$ cat src/rtl/ifu_fetch_pkg.sv
// Shared types and helpers for the instruction fetch unit.
package ifu_fetch_pkg;

  localparam logic [31:0] PC_RESET = 32'h0000_0000;

  typedef enum logic [1:0] {
    StIdle,
    StReq,
    StWaitCredit
  } req_state_e;

  typedef struct packed {
    logic [31:0] pc;
    logic [31:0] inst;
  } fetch_entry_t;

  function automatic logic [31:0] pc_align(input logic [31:0] pc);
    return {pc[31:2], 2'b00};
  endfunction

endpackage

$ cat src/rtl/ifu_fifo.sv
// Synchronous response buffer with clear; same-cycle push+pop keeps the count.
module ifu_fifo #(
  parameter int unsigned Width = 64,
  parameter int unsigned Depth = 2
) (
  input  logic                       clk,
  input  logic                       rst_n,
  input  logic                       push_i,
  input  logic [Width-1:0]           wdata_i,
  input  logic                       pop_i,
  input  logic                       clear_i,
  output logic [Width-1:0]           rdata_o,
  output logic [$clog2(Depth+1)-1:0] count_o,
  output logic                       full_o,
  output logic                       empty_o
);

  localparam int unsigned PtrW = (Depth > 1) ? $clog2(Depth) : 1;
  localparam int unsigned CntW = $clog2(Depth + 1);

  logic [Width-1:0] mem_q [Depth];
  logic [PtrW-1:0]  wptr_q, rptr_q;
  logic [CntW-1:0]  count_q;
  logic             do_push, do_pop;

  assign empty_o = (count_q == '0);
  assign full_o  = (count_q == CntW'(Depth));
  assign do_push = push_i & ~full_o;
  assign do_pop  = pop_i & ~empty_o;

  // Pointers wrap naturally because Depth is a power of two.
  always_ff @(posedge clk or negedge rst_n) begin
    if (!rst_n) begin
      wptr_q  <= '0;
      rptr_q  <= '0;
      count_q <= '0;
    end else if (clear_i) begin
      wptr_q  <= '0;
      rptr_q  <= '0;
      count_q <= '0;
    end else begin
      if (do_push) wptr_q <= wptr_q + PtrW'(1);
      if (do_pop)  rptr_q <= rptr_q + PtrW'(1);
      if (do_push && !do_pop) begin
        count_q <= count_q + CntW'(1);
      end else if (!do_push && do_pop) begin
        count_q <= count_q - CntW'(1);
      end
    end
  end

  always_ff @(posedge clk) begin
    if (do_push && !clear_i) mem_q[wptr_q] <= wdata_i;
  end

  assign rdata_o = empty_o ? '0 : mem_q[rptr_q];
  assign count_o = count_q;

endmodule

$ cat src/rtl/ifu_fetch.sv
// Instruction fetch unit: issues sequential imem requests, buffers in-order responses for decode.
module ifu_fetch
  import ifu_fetch_pkg::*;
#(
  parameter logic [31:0] RESET_PC        = PC_RESET,
  parameter int unsigned FIFO_DEPTH      = 2,
  parameter int unsigned MAX_OUTSTANDING = 2
) (
  input  logic        clk,
  input  logic        rst_n,
  input  logic        fc_stall_if_i,
  input  logic        fc_flush_if_i,
  input  logic [31:0] fc_redirect_pc_i,
  output logic        imem_req_o,
  output logic [31:0] imem_addr_o,
  input  logic        imem_gnt_i,
  input  logic        imem_rvalid_i,
  input  logic [31:0] imem_rdata_i,
  output logic        ifu_ready_o,
  output logic [31:0] ifu_inst_o,
  output logic [31:0] ifu_pc_o
);

  localparam int unsigned OutW     = $clog2(MAX_OUTSTANDING + 1);
  localparam int unsigned FifoCntW = $clog2(FIFO_DEPTH + 1);

  req_state_e          state_q, state_d;
  logic [31:0]         fetch_pc_q, fetch_pc_d, rsp_pc_q, rsp_pc_d;
  logic [OutW-1:0]     outstanding_q, outstanding_d, discard_q, discard_d;
  logic [FifoCntW-1:0] fifo_count;
  logic                fifo_full, fifo_empty, fifo_push, fifo_pop;
  fetch_entry_t        fifo_head;
  logic                handshake, rsp_valid, credit_ok;
  logic [31:0]         inflight;

  assign handshake = imem_req_o & imem_gnt_i;
  // A response with nothing in flight is a protocol error and is ignored.
  assign rsp_valid = imem_rvalid_i & (outstanding_q != '0);
  assign fifo_pop  = ifu_ready_o & ~fc_stall_if_i;

  // Every live in-flight request must own a FIFO slot, so stalls can never overflow it.
  always_comb begin
    inflight  = 32'(outstanding_q) - 32'(discard_q) + 32'(fifo_count);
    credit_ok = (32'(outstanding_q) < MAX_OUTSTANDING) && (inflight < FIFO_DEPTH) && !fifo_full;
  end

  always_ff @(posedge clk or negedge rst_n) begin
    if (!rst_n) state_q <= StIdle;
    else        state_q <= state_d;
  end

  always_comb begin
    state_d = state_q;
    case (state_q)
      StIdle:              state_d = StReq;
      StReq, StWaitCredit: state_d = credit_ok ? StReq : StWaitCredit;
      default:             state_d = StIdle;
    endcase
  end

  always_comb begin
    imem_req_o  = (state_q != StIdle) && credit_ok && !fc_flush_if_i;
    imem_addr_o = fetch_pc_q;
    ifu_ready_o = !fifo_empty && !fc_flush_if_i;
    ifu_pc_o    = fifo_head.pc;
    ifu_inst_o  = fifo_head.inst;
  end

  always_comb begin
    outstanding_d = outstanding_q;
    if (handshake && !rsp_valid) begin
      outstanding_d = outstanding_q + OutW'(1);
    end else if (!handshake && rsp_valid) begin
      outstanding_d = outstanding_q - OutW'(1);
    end
    discard_d  = discard_q;
    fetch_pc_d = fetch_pc_q;
    rsp_pc_d   = rsp_pc_q;
    fifo_push  = 1'b0;
    if (fc_flush_if_i) begin
      // Everything still in flight after this edge is stale; this cycle's response is dropped.
      discard_d  = outstanding_d;
      fetch_pc_d = pc_align(fc_redirect_pc_i);
      rsp_pc_d   = pc_align(fc_redirect_pc_i);
    end else begin
      if (handshake) fetch_pc_d = fetch_pc_q + 32'd4;
      if (rsp_valid) begin
        if (discard_q != '0) begin
          discard_d = discard_q - OutW'(1);
        end else begin
          fifo_push = 1'b1;
          rsp_pc_d  = rsp_pc_q + 32'd4;
        end
      end
    end
  end

  always_ff @(posedge clk or negedge rst_n) begin
    if (!rst_n) begin
      fetch_pc_q    <= RESET_PC;
      rsp_pc_q      <= RESET_PC;
      outstanding_q <= '0;
      discard_q     <= '0;
    end else begin
      fetch_pc_q    <= fetch_pc_d;
      rsp_pc_q      <= rsp_pc_d;
      outstanding_q <= outstanding_d;
      discard_q     <= discard_d;
    end
  end

  ifu_fifo #(
    .Width($bits(fetch_entry_t)),
    .Depth(FIFO_DEPTH)
  ) u_fifo (
    .clk    (clk),
    .rst_n  (rst_n),
    .push_i (fifo_push),
    .wdata_i({rsp_pc_q, imem_rdata_i}),
    .pop_i  (fifo_pop),
    .clear_i(fc_flush_if_i),
    .rdata_o(fifo_head),
    .count_o(fifo_count),
    .full_o (fifo_full),
    .empty_o(fifo_empty)
  );

  rvalid_needs_request: assert property (@(posedge clk) disable iff (!rst_n)
    imem_rvalid_i |-> outstanding_q != '0);

endmodule

$ cat config.mk
export PLATFORM = sky130hd
export DESIGN_NAME = ifu_fetch
export DESIGN_NICKNAME = d
export VERILOG_FILES = /design/src/rtl/ifu_fetch_pkg.sv /design/src/rtl/ifu_fifo.sv /design/src/rtl/ifu_fetch.sv
export SDC_FILE = /design/constraint.sdc
export NUM_CORES = 1
export LEC_CHECK = 0
export ABC_AREA = 1
export ABC_CLOCK_PERIOD_IN_PS = 6600
export BUFFER_PORTS_ARGS = -buffer_cell sky130_fd_sc_hd__buf_4
export CELL_PAD_IN_SITES_DETAIL_PLACEMENT = 1
export CELL_PAD_IN_SITES_GLOBAL_PLACEMENT = 2
export CORE_UTILIZATION = 37
export DETAILED_ROUTE_END_ITERATION = 7
export GPL_TIMING_DRIVEN = 0
export PLACE_DENSITY_LB_ADDON = 0.1
export REMOVE_ABC_BUFFERS = 1
export SYNTH_ARGS = -nofsm -noshare
export SYNTH_HDL_FRONTEND = slang
export SYNTH_SLANG_ARGS = --single-unit
$ cat constraint.sdc
create_clock -name clk -period 6.6 [get_ports clk]
set_input_delay 1.32 -clock clk [delete_from_list [all_inputs] [get_ports clk]]
set_output_delay 1.32 -clock clk [all_outputs]
set_load 0.1 [all_outputs]
* Word-level counts from Yosys, hierarchy flattened
Memory sizes are Yosys's and may differ from the RTL's.
Index checks and enable logic that the tools add are counted.
** Word-level totals
- Flip-flop bits (word level) :: 74
- RAM bits :: 128
- Bits of input ports :: 70
- Output and inout port bits :: 98
- Logic and storage cells :: 90
- Memories :: 1
** Memories
- u_fifo.mem_q :: words 2, width 64, read ports 1, clocked after memory_dff 0, wr ports 1, line ifu_fifo.sv:21 : logic [Width-1:0] mem_q [Depth];
** Operators by class
- $add $sub $neg :: 11
- Magnitude comparators :: 2
- Eq/ne operators :: 4
- Muxes and demuxes :: 25
- Bitwise gates (word level) :: 8
- Reduce and logical (&&, ||, !) cells :: 31
** Operators by type and width (count)
- 32-bit 2-to-1 mux :: 5
- 32-bit by 3-bit adder with 32-bit output, second input constant :: 2
- 64-bit 2-to-1 mux :: 1
- 32-bit by 2-bit < comparator with 1-bit output, second input constant :: 1
- 2-bit 2-to-1 mux :: 9
- 2-bit nonzero test :: 8
- 1-bit logical AND :: 10
- 1-bit 2-to-1 mux :: 9
- 1-bit zero test :: 7
- 2-bit by 1-bit subtractor with 2-bit output, second input constant :: 3
- 1-bit bitwise AND :: 5
- 2-bit by 1-bit adder with 2-bit output, second input constant :: 2
- 3-bit by 3-bit adder with 4-bit output :: 1
- 2-bit equality test, second input constant :: 2
- 2-bit zero test :: 2
- 2-bit one-hot mux with 2 select lines :: 1
- 2-bit AND reduction :: 2
- 1-bit inverter :: 3
- 3-bit nonzero test :: 1
- 2-bit by 2-bit subtractor with 3-bit output :: 1
- 1-bit adder, second input constant :: 2
- 2-bit by 1-bit equality test with 1-bit output, second input constant :: 1
- 2-bit < comparator, second input constant :: 1
- 2-bit != test, second input constant :: 1
- 2-bit OR reduction :: 1

* Longest topological paths before layout
Gate-level depths: netlist (run 1).
- Word-level depth :: 13
- Gate-level depth with buffers :: 16
- Gate-level depth less buffers :: 16

* By module
From an unflattened synthesis (run 1), not the netlist that was laid out.
** Second synthesis, totals
- Cells, all modules :: 1035
- Area, all modules :: 9872.0 sq um
** By module, submodules not included
- ifu_fifo :: instances 1, cells an instance 378, area an instance 5232.5 sq um, sequential area each 3943.8 sq um
- ifu_fetch :: instances 1, cells an instance 657, area an instance 4639.4 sq um, sequential area each 1651.6 sq um

* Worst setup path before layout (run 1)
Ideal clock, no wire load.
- Kind :: in2reg
- Start point :: input port imem_rvalid_i
- End point :: memory u_fifo.mem_q[1][0], enable pin
- Setup time :: 0.483 ns
- Arrival :: 4.672 ns
- Required time :: 6.117 ns
- Setup slack :: 1.444 ns
- Cell stages on the path :: 6
- Buffers on the path :: 0
- Cells stage by stage :: nand2_1 -> nor2_2 -> nand2_2 -> nor2_2 -> inv_1 -> nor2_1
** Between the ends
- Cells in the longest elaborated chain, start to end :: 7
** RTL lines
- start: declaration :: line ifu_fetch.sv:17 : input logic imem_rvalid_i,
- 1-bit bitwise AND :: line ifu_fetch.sv:38 : assign rsp_valid = imem_rvalid_i & (outstanding_q != '0);
- 1-bit 2-to-1 mux :: line ifu_fetch.sv:87 : if (rsp_valid) begin
- 1-bit 2-to-1 mux :: line ifu_fetch.sv:80 : if (fc_flush_if_i) begin
- 1-bit bitwise AND :: line ifu_fifo.sv:28 : assign do_push = push_i & ~full_o;
- 1-bit logical AND :: line ifu_fifo.sv:53 : if (do_push && !clear_i) mem_q[wptr_q] <= wdata_i;
- 1-bit 2-to-1 mux :: line ifu_fifo.sv:53
- 1-bit 2-to-1 mux (not written as such) :: line ifu_fifo.sv:53
- end: declaration :: line ifu_fifo.sv:21
Every way passes these cells.

* Worst setup path in the final report (run 1)
- Start point :: register outstanding_q[0]
- End point :: output port imem_req_o
** Between the ends
- Cells in the longest elaborated chain, start to end :: 7
- Elaborated cells between the ends (all ways) :: 8
- Those cells by class :: add/sub: 2; order compare: 2; reduce/logical: 4
** RTL lines
- start: declaration :: line ifu_fetch.sv:29 : logic [OutW-1:0] outstanding_q, outstanding_d, discard_q, discard_d;
- start signal: assignment :: line ifu_fetch.sv:107 : outstanding_q <= outstanding_d;
- 2-bit by 2-bit subtractor with 3-bit output :: line ifu_fetch.sv:43 : inflight = 32'(outstanding_q) - 32'(discard_q) + 32'(fifo_count);
- 3-bit by 3-bit adder with 4-bit output :: line ifu_fetch.sv:43
- 32-bit by 2-bit < comparator with 1-bit output :: line ifu_fetch.sv:44 : credit_ok = (32'(outstanding_q) < MAX_OUTSTANDING) && (inflight < FIFO_DEPTH) && !fifo_full;
- 1-bit logical AND (*) (2 in series) :: line ifu_fetch.sv:44
- 1-bit logical AND (*) (2 in series) :: line ifu_fetch.sv:62 : imem_req_o = (state_q != StIdle) && credit_ok && !fc_flush_if_i;
- end: declaration :: line ifu_fetch.sv:14 : output logic imem_req_o,
Mark *: on every way between the ends. The rest lies on a longest branch, timed or not.

==> reports/results.tsv, run 1 <==
stage	metric	value	unit
outcome	status	complete, no violations	
critical_path	CP arrival	2.90	ns
power	Design Power	5750	uW
route	first drt pass iteration count	5	
power	worst vdd ir	0.268	mV
cells_and_area	NumNets Final	1284	
synthesis	mux cell area share after synthesis	0	%
power	P_leak	0.00494	uW
clock_network	Gates resized, CTS repair	0	
clock_network	H-tree levels	4	
global_routing	largest net degree at the start of global routing	71	
power	Seq pwr share	29.2	%
floorplanning	row cnt	58	
cells_and_area	area delta synth->final	23.3	%
synthesis	#FFs+latches synth	194	
timing	final worst slack	2.38	ns
placement	Post-Place Worst Slack	1.99	ns
synthesis	synthesized area per cell	8.96	um^2
critical_path	Worst path slowest cell	fa_1	
clock_network	Worst-path clk slew	0.08	ns
synthesis	Synth Area in XOR/XNOR	2.60	%
critical_path	WP data required	5.28	ns
global_routing	vias in the first global route	7848	
synthesis	Adder-Cell Fraction of Synth Area	1.49	%
placement	global placer's final weighted congestion	0.810	
global_routing	All-Layer GR Usage	21.6	%
global_routing	initial antenna violation count	0	
clock_network	buffer depth of the longest clock path	2	
floorplanning	Die ar.	26100	um^2
floorplanning	Die Ht	162	um
timing	clk_skew	0.0173	ns
power	Int Power	2610	uW
critical_path	worst-path cell chain	inv_1, ha_1, fa_1, inv_1, fa_1, nor2_1, nand2_1, nor2_4, nand3_1, inv_1, buf_4	
synthesis	Yosys Warn Count	0	
route	DRC errors left	0	
clock_network	hold_buf cts	0	
placement	DP Cell Count	1515	
route	DRT iter0 DRCs	345	
critical_path	CP max FO	4	
clock_network	Root Buffer	clkbuf_16	
cells_and_area	fin area	11600	um^2
synthesis	Synth top area share	39.5	%
clock_network	post-CTS setup buffer count	0	
global_routing	total gr overflow	0	
floorplanning	total core area	25100	um^2
route	detailed-route via count	7727	
critical_path	crit path kind	reg2out	
timing	RSZ-0062 raised after global routing	no	
timing	fmax	0.237	GHz
power	switching share of total power	54.7	%
route	drt via density	4.99	
power	clock share of power	18.0	%
critical_path	crit end category	primary output	
global_routing	global-route wire length before repair	43.0	mm
synthesis	distinct cell type count after synthesis	35	
clock_network	Clock Sinks	194	
timing	Final Max Slew Viols	0	
critical_path	Worst path max stage delay	0.48	ns
clock_network	CTS tree	done	
timing	Period minus WS final	4.22	ns
placement	DP Wirelength	19.7	mm
synthesis	Post-Synthesis Cells	1053	
cells_and_area	diode count	0	
timing	Slew headroom	19.3	%
cells_and_area	# fillers	2899	
synthesis	register area share after synthesis	58.1	%
placement	dpl cell area	11000	um^2
floorplanning	Initial Utilization	37.6	%
critical_path	most used cell, CP	inv_1	
route	Antenna Nets Post-Route	0	
timing	setup TNS	0	ns
placement	Port-buffer cells	161	
power	P per Cell Area	494	nW/um^2
synthesis	main combinational cell family by area after synthesis	simple AND/OR/NAND/NOR gates	
timing	Tightest Pin Transition	1.21	ns
min_path	Worst Hold Class	reg2reg	
synthesis	post-synthesis compound-gate area fraction	7.08	%
power	P_sw	3140	uW
synthesis	post-synth top area cell	edfxtp_1	
cells_and_area	most frequent cells in the layout	nand2_1, buf_4, edfxtp_1	
timing	Final Hold Vio Count	0	
cells_and_area	Finished Layout Cells	1547	
route	final wirelength	27.6	mm
job	Max Cap Viol	0	
clock_network	clk_lat worst skew	0.44	ns
cells_and_area	commonest non-fill, non-tap cell in the layout	nand2_1	
cells_and_area	layout cells sized above 1	18.1	%
floorplanning	DIE WIDTH	162	um
floorplanning	I/O Pins	168	
synthesis	synth top area cells	edfxtp_1, dfrtp_1, nand2_1	
synthesis	post-synthesis cell area	9430	um^2
route	Avg WL per Cell	17.8	um
clock_network	total CTS buffers	17	
synthesis	simple logic cell fraction of the synthesized area	25.4	%
timing	Setup Viol. Count Final	0	
timing	Period Utilization, post-route	64.0	%
critical_path	startpoint types	register	
power	Gate power share	52.8	%
synth_stat cells, drive strengths merged:
| master | number |
|---|---|
| buf | 18 |
| inv | 87 |
| nor3 | 30 |
| nand3 | 73 |
| clkbuf | 20 |
| o221ai | 2 |
| ha | 8 |
| a31oi | 3 |
| fa | 2 |
| conb | 1 |
| nand2 | 376 |
| dfrtp | 70 |
| a21oi | 77 |
| nand4 | 8 |
| and2 | 1 |
| xor2 | 23 |
| o21ai | 22 |
| xnor2 | 5 |
| o21bai | 1 |
| nor2 | 78 |
| o311ai | 1 |
| nand3b | 7 |
| o211ai | 16 |
| edfxtp | 124 |
final cells by class:
| type | instances | area (um^2) | area share (%) |
|---|---|---|---|
| sequential | 194 | 5480 | 47.1 |
| multi-input combinational | 737 | 3480 | 30.0 |
| timing repair buffer | 167 | 1340 | 11.5 |
| clock buffer | 17 | 425 | 3.66 |
| tap | 330 | 413 | 3.55 |
| inverter | 87 | 327 | 2.81 |
| clock inverter | 15 | 169 | 1.45 |
per-stage QoR:
stage | utilization [%] | hold slack, ns
2_1_floorplan | - | 0.464
3_3_place_gp | 43.4 | 0.471
3_5_place_dp | 44.0 | 0.489
4_1_cts | 46.3 | 0.508
5_1_grt | 46.3 | 0.531
6_report | 46.3 | 0.503
critical path, delay by kind of cell (launching register included):
family / cells / cell delay (ns)
adder cells (fa/ha/maj): 3 / 1.13
buffers and inverters: 4 / 0.49
AND/OR/NAND/NOR: 4 / 0.49
flip-flops: 1 / 0.35
layer usage:
layer / global-route usage (%) / vias up / routed length, um
li1: - / 3775 / -
met2: 37.2 / 140 / 13600
met3: 3.04 / 15 / 849
met4: 5.10 / 0 / 283
met1: 28.8 / 3797 / 12900
met5: 0 / - / 0
final timing paths:
path | slack, ns | startpoint | endpoint | cells past startpoint
max in group asynchronous | 4.84 | rst_n | u_fifo.rptr_q$_DFFE_PN0P_ | 1
worst min-delay path | 0.50 | rsp_pc_q[19]$_DFFE_PN0P_ | u_fifo.mem_q[1][51]$_DFFE_PP_ | 0
worst max register to register | 3.21 | outstanding_q[0]$_DFF_PN0_ | imem_addr_o[8]$_DFFE_PN0P_ | 14
min in group asynchronous | 1.03 | rst_n | state_q[1]$_DFF_PN0_ | 1
worst max-delay path | 2.38 | outstanding_q[0]$_DFF_PN0_ | imem_req_o | 11
worst min register to register | 0.50 | rsp_pc_q[19]$_DFFE_PN0P_ | u_fifo.mem_q[1][51]$_DFFE_PP_ | 0
cells by family (layout without fill, tap and decap cells):
kind of cell             count (synthesis)  in the layout
AND/OR/NAND/NOR                        573            573
other                                    1              4
AO/OA/AOI/OAI                          122            122
flip-flops                             194            194
adder cells (fa/ha/maj)                 10             10
buffers and inverters                  125            286
XOR/XNOR                                28             28
power by group through the flow:
stage                     clock [uW]  sequential [uW]  combinational [uW]
final                           1040             1680                3030
after global routing            1110             1700                3210
after CTS                       1070             1680                3060
after detailed placement           0             1700                3060
after global placement             0             1720                2990
after floorplan                    0             1950                2040
registers in the layout (all words and copies together), names as in the netlist:
signal          cells
u_fifo.wptr_q       1
u_fifo.mem_q      124
outstanding_q       2
state_q             2
u_fifo.count_o      2
rsp_pc_q           30
imem_addr_o        30
u_fifo.rptr_q       1
discard_q           2
Power figures use the tool's default switching activity.
==> run 2: changes to the inputs <==
--- a/config.mk
+++ b/config.mk
@@ -6,11 +6,11 @@
 export NUM_CORES = 1
 export LEC_CHECK = 0
 export ABC_AREA = 1
-export ABC_CLOCK_PERIOD_IN_PS = 6600
+export ABC_CLOCK_PERIOD_IN_PS = 3690
 export BUFFER_PORTS_ARGS = -buffer_cell sky130_fd_sc_hd__buf_4
 export CELL_PAD_IN_SITES_DETAIL_PLACEMENT = 1
 export CELL_PAD_IN_SITES_GLOBAL_PLACEMENT = 2
-export CORE_UTILIZATION = 37
+export CORE_UTILIZATION = 31
 export DETAILED_ROUTE_END_ITERATION = 7
 export GPL_TIMING_DRIVEN = 0
 export PLACE_DENSITY_LB_ADDON = 0.1
==> constraint.sdc (replaced) <==
create_clock -name clk -period 3.69 [get_ports clk]
set_input_delay 0.738 -clock clk [delete_from_list [all_inputs] [get_ports clk]]
set_output_delay 0.738 -clock clk [all_outputs]
set_load 0.1 [all_outputs]
==> reports/results.tsv, run 2 (synthesis gave the netlist of run 1 again) <==
stage	metric	value	unit
clock_network	CTS tree	done	
global_routing	initial antenna violation count	0	
timing	Tightest Pin Transition	1.30	ns
outcome	status	complete, no violations	
timing	Min Hold Slack	0.447	ns
route	drt via density	4.77	
placement	DP Wirelength	20.4	mm
global_routing	total gr overflow	0	
timing	setup TNS	0	ns
cells_and_area	max FFs per register	124	
cells_and_area	area delta synth->final	24.5	%
clock_network	H-tree levels	4	
placement	Port-buffer cells	161	
timing	clk_skew	0.0143	ns
critical_path	r2r setup slk	0.29	ns
power	P per Cell Area	884	nW/um^2
timing	Final Hold Vio Count	0	
clock_network	Worst-path clk slew	0.08	ns
clock_network	Clock Sinks	194	
timing	Slew headroom	13.5	%
cells_and_area	Top reg by flops	u_fifo.mem_q	
route	detailed-route via count	7663	
clock_network	total CTS buffers	17	
timing	Setup Viol. Count Final	0	
critical_path	CP max FO	3	
global_routing	largest net degree at the start of global routing	71	
cells_and_area	diode count	0	
global_routing	vias in the first global route	7948	
timing	Period Utilization, post-route	95.7	%
floorplanning	Initial Utilization	31.7	%
timing	Period minus WS final	3.53	ns
timing	Final Max Slew Viols	0	
route	Antenna Nets Post-Route	0	
clock_network	Root Buffer	clkbuf_16	
power	Design Power	10400	uW
floorplanning	row cnt	63	
floorplanning	DIE WIDTH	176	um
floorplanning	total core area	29800	um^2
floorplanning	I/O Pins	168	
placement	global placer's final weighted congestion	0.781	
route	final wirelength	28.5	mm
cells_and_area	most frequent cells in the layout	nand2_1, buf_4, edfxtp_1	
floorplanning	Die ar.	31100	um^2
timing	fmax	0.283	GHz
critical_path	CP arrival	2.80	ns
critical_path	startpoint types	register	
job	Max Cap Viol	0	
power	worst vdd ir	0.358	mV
min_path	Worst Hold Class	in2async	
cells_and_area	layout cells sized above 1	18.3	%
clock_network	clk_lat worst skew	0.44	ns
global_routing	All-Layer GR Usage	18.8	%
global_routing	global-route wire length before repair	44.6	mm
route	Avg WL per Cell	17.7	um
route	DRC errors left	0	
critical_path	crit path kind	reg2out	
route	first drt pass iteration count	4	
critical_path	crit end category	primary output	
clock_network	buffer depth of the longest clock path	2	
route	DRT iter0 DRCs	329	
floorplanning	Die Ht	176	um
power	P_leak	0.00495	uW
cells_and_area	NumNets Final	1285	
critical_path	WP data required	2.95	ns
cells_and_area	commonest non-fill, non-tap cell in the layout	nand2_1	
==> run 2: cell count changes in the layout (fill, tap and decap cells not counted), sizes merged <==
cell and delta:
buf +1, clkinv +1, inv -1
==> run 2: report_power, final <==
part | leakage [uW] | internal [uW] | switching [uW] | total, uW
combinational | 0.00269 | 1130 | 4340 | 5460
clock | 0.000294 | 928 | 971 | 1900
sequential | 0.00196 | 2650 | 367 | 3010
total | 0.00495 | 4700 | 5670 | 10400
==> run 2: what timing repair did <==
item / 4_1_cts / 5_1_grt
pin swaps: 0 / 1
hold buffers: 0 / 0
setup endpoints to repair: 56 / 1
buffers inserted: 0 / 1
gates resized for setup: 1 / 5
==> run 2: final cells by class <==
cell class,count,area (um^2)
clock buffer,17,425
clock inverter,15,184
fill,3452,18100
inverter,87,329
multi-input combinational,737,3490
sequential,194,5480
tap,390,488
timing repair buffer,168,1350
==> run 2: path summary, 6_finish.rpt <==
check | startpoint | end | cells past startpoint
setup reg to reg | outstanding_q[0]$_DFF_PN0_ | outstanding_q[0]$_DFF_PN0_ | 14
hold / removal | rst_n | state_q[1]$_DFF_PN0_ | 1
min in group clk | imem_rdata_i[3] | u_fifo.mem_q[1][3]$_DFFE_PP_ | 1
setup / recovery | outstanding_q[0]$_DFF_PN0_ | imem_req_o | 11
max in group asynchronous | rst_n | u_fifo.rptr_q$_DFFE_PN0P_ | 1
hold reg to reg | rsp_pc_q[19]$_DFFE_PN0P_ | u_fifo.mem_q[0][51]$_DFFE_PP_ | 0
==> run 2: per-layer routing <==
| metal | global-route usage, % | vias to the layer above | share of wire (%) |
|---|---|---|---|
| met5 | 0 | - | 0 |
| met4 | 4.27 | 0 | 1.0 |
| met3 | 3.10 | 17 | 3.7 |
| met2 | 31.7 | 155 | 48 |
| met1 | 25.3 | 3714 | 47 |
| li1 | - | 3777 | - |
==> run 2: worst max-delay path: stages, from the launching register on <==
cell	delay [ns]
dfrtp_1	0.35
inv_1	0.07
ha_1	0.21
fa_1	0.47
inv_1	0.06
fa_1	0.45
nor2_1	0.10
nand2_1	0.11
nor2_4	0.17
nand3_2	0.12
inv_2	0.08
buf_12	0.17
==> run 2: metrics by stage <==
stage	cells	cell area (um^2)	util, %	setup WS (ns)
after floorplan	1018	9260	-	-1.02
after global placement	1569	11000	36.8	-3.92
after detailed placement	1575	11100	37.3	-0.190
after CTS	1607	11700	39.3	0.0241
after global routing	1608	11700	39.4	-0.00247
final	1608	11700	39.4	0.157
==> run 3: changes to the inputs <==
--- a/config.mk
+++ b/config.mk
@@ -14,6 +14,7 @@
 export DETAILED_ROUTE_END_ITERATION = 7
 export GPL_TIMING_DRIVEN = 0
 export PLACE_DENSITY_LB_ADDON = 0.1
+export RECOVER_POWER = 50
 export REMOVE_ABC_BUFFERS = 1
 export SYNTH_ARGS = -nofsm -noshare
 export SYNTH_HDL_FRONTEND = slang
==> reports/results.tsv, run 3 (synthesis gave the netlist of run 1 again) <==
stage	metric	value	unit
power	worst vdd ir	0.357	mV
placement	global placer's final weighted congestion	0.781	
timing	Period Utilization, post-route	95.7	%
min_path	Hold Crit Depth	1	
floorplanning	Die ar.	31100	um^2
cells_and_area	commonest non-fill, non-tap cell in the layout	nand2_1	
timing	Setup Viol. Count Final	0	
route	Avg WL per Cell	17.7	um
clock_network	Worst-path clk slew	0.08	ns
timing	Final Max Slew Viols	103	
timing	Slew headroom	-35.4	%
route	DR WL met3	991	um
critical_path	CP max FO	3	
placement	Port-buffer cells	161	
cells_and_area	area delta synth->final	23.0	%
cells_and_area	NumNets Final	1285	
timing	setup TNS	0	ns
route	first drt pass iteration count	4	
outcome	failing checks	capacitance limit, slew limit	
timing	clk_skew	0.0175	ns
critical_path	crit path kind	reg2out	
cells_and_area	most frequent cells in the layout	nand2_1, edfxtp_1, buf_4	
critical_path	crit end category	primary output	
critical_path	FF-to-FF End	outstanding_q[0]$_DFF_PN0_	
route	Max Used Layer	met4	
global_routing	global-route wire length before repair	44.6	mm
route	routed wl met2	13.6	mm
route	drt via density	4.77	
power	P_leak	0.00481	uW
timing	fmax	0.283	GHz
power	P per Cell Area	888	nW/um^2
route	detailed-route via count	7678	
critical_path	WP data required	2.95	ns
cells_and_area	layout cells sized above 1	15.3	%
placement	DP Cell Count	1575	
clock_network	hold_buf cts	0	
floorplanning	I/O Pins	168	
outcome	status	finished with violations	
cells_and_area	diode count	0	
clock_network	Root Buffer	clkbuf_16	
cells_and_area	Finished Layout Cells	1608	
timing	Tightest Pin Transition	2.03	ns
global_routing	total gr overflow	0	
floorplanning	row cnt	63	
min_path	Hold Path End	u_fifo.mem_q[1][3]$_DFFE_PP_	
critical_path	r2r setup slk	0.29	ns
clock_network	H-tree levels	4	
min_path	Worst Hold Class	in2reg	
global_routing	largest net degree at the start of global routing	71	
critical_path	startpoint types	register	
floorplanning	DIE WIDTH	176	um
critical_path	r2r startpoint	outstanding_q[0]$_DFF_PN0_	
clock_network	CTS tree	done	
route	final wirelength	28.4	mm
route	DRT iter0 DRCs	316	
job	Max Cap Viol	2	
power	Design Power	10300	uW
placement	DP Wirelength	20.4	mm
route	WL met1	13.5	mm
floorplanning	Die Ht	176	um
critical_path	CP arrival	2.79	ns
cells_and_area	max FFs per register	124	
global_routing	vias in the first global route	7948	
clock_network	total CTS buffers	17	
timing	Final Hold Vio Count	0	
clock_network	Clock Sinks	194	
critical_path	Reg2Reg Depth	14	
floorplanning	total core area	29800	um^2
timing	Period minus WS final	3.53	ns
clock_network	buffer depth of the longest clock path	2	
min_path	min-delay src	imem_rdata_i[3]	
global_routing	All-Layer GR Usage	18.8	%
clock_network	clk_lat worst skew	0.44	ns
route	DRC errors left	0	
global_routing	initial antenna violation count	0	
floorplanning	Initial Utilization	31.7	%
cells_and_area	Top reg by flops	u_fifo.mem_q	
route	Antenna Nets Post-Route	0	
[run 3: cell types whose count changed in the layout (fill, tap and decap cells not counted), sizes merged]
cell and delta:
buf -63, clkbuf +63
[run 3: worst max-delay path, cell delays in order, from the launching register on]
cell,delay (ns)
dfrtp_1,0.35
inv_1,0.07
ha_1,0.21
fa_1,0.47
inv_1,0.06
fa_1,0.45
nor2_1,0.09
nand2_1,0.11
nor2_4,0.17
nand3_2,0.12
inv_2,0.08
buf_12,0.17
[run 3: repair_timing]
| action | in CTS | in global routing |
|---|---|---|
| pin swaps | 0 | 1 |
| resized for setup | 1 | 5 |
| endpoints found under the setup margin | 56 | 1 |
| buffers inserted | 0 | 1 |
[run 3: cell type report]
| type | instances | area, um^2 |
|---|---|---|
| Clock buffer | 17 | 425 |
| Clock inverter | 15 | 184 |
| Fill cell | 3473 | 18200 |
| Inverter | 87 | 329 |
| Multi-Input combinational cell | 737 | 3480 |
| Sequential cell | 194 | 5480 |
| Tap cell | 390 | 488 |
| Timing Repair Buffer | 168 | 1210 |
[run 3: how the worst max path moves through the flow]
stage	start	endpoint	depth (start not counted)
finish	outstanding_q[0]$_DFF_PN0_	imem_req_o	11
floorplan	fc_flush_if_i	u_fifo.mem_q[1][0]$_DFFE_PP_	5
CTS	outstanding_q[0]$_DFF_PN0_	imem_req_o	11
global route	outstanding_q[0]$_DFF_PN0_	imem_req_o	11
global placement	fc_flush_if_i	u_fifo.mem_q[1][63]$_DFFE_PP_	6
detailed placement	fc_flush_if_i	u_fifo.mem_q[0][63]$_DFFE_PP_	8
[run 3: layer usage]
layer / GRT usage (%) / vias up
met5: 0 / -
met4: 4.27 / 0
met3: 3.10 / 19
met2: 31.7 / 148
met1: 25.3 / 3732
li1: - / 3779
[run 3: power breakdown]
| part | switching (uW) | internal [uW] | total [uW] |
|---|---|---|---|
| clock | 975 | 928 | 1900 |
| combinational | 4330 | 1060 | 5390 |
| sequential | 360 | 2650 | 3010 |
| total | 5670 | 4630 | 10300 |
[run 3: metrics by stage]
stage | hold WS [ns] | setup WS [ns] | util, % | instance area (um^2)
final | 0.508 | 0.160 | 38.9 | 11600
after global routing | 0.476 | -0.00236 | 38.9 | 11600
after CTS | 0.458 | 0.0241 | 39.3 | 11700
after detailed placement | 0.497 | -0.190 | 37.3 | 11100
after global placement | 0.476 | -3.92 | 36.8 | 11000
after floorplan | 0.442 | -1.02 | - | 9260
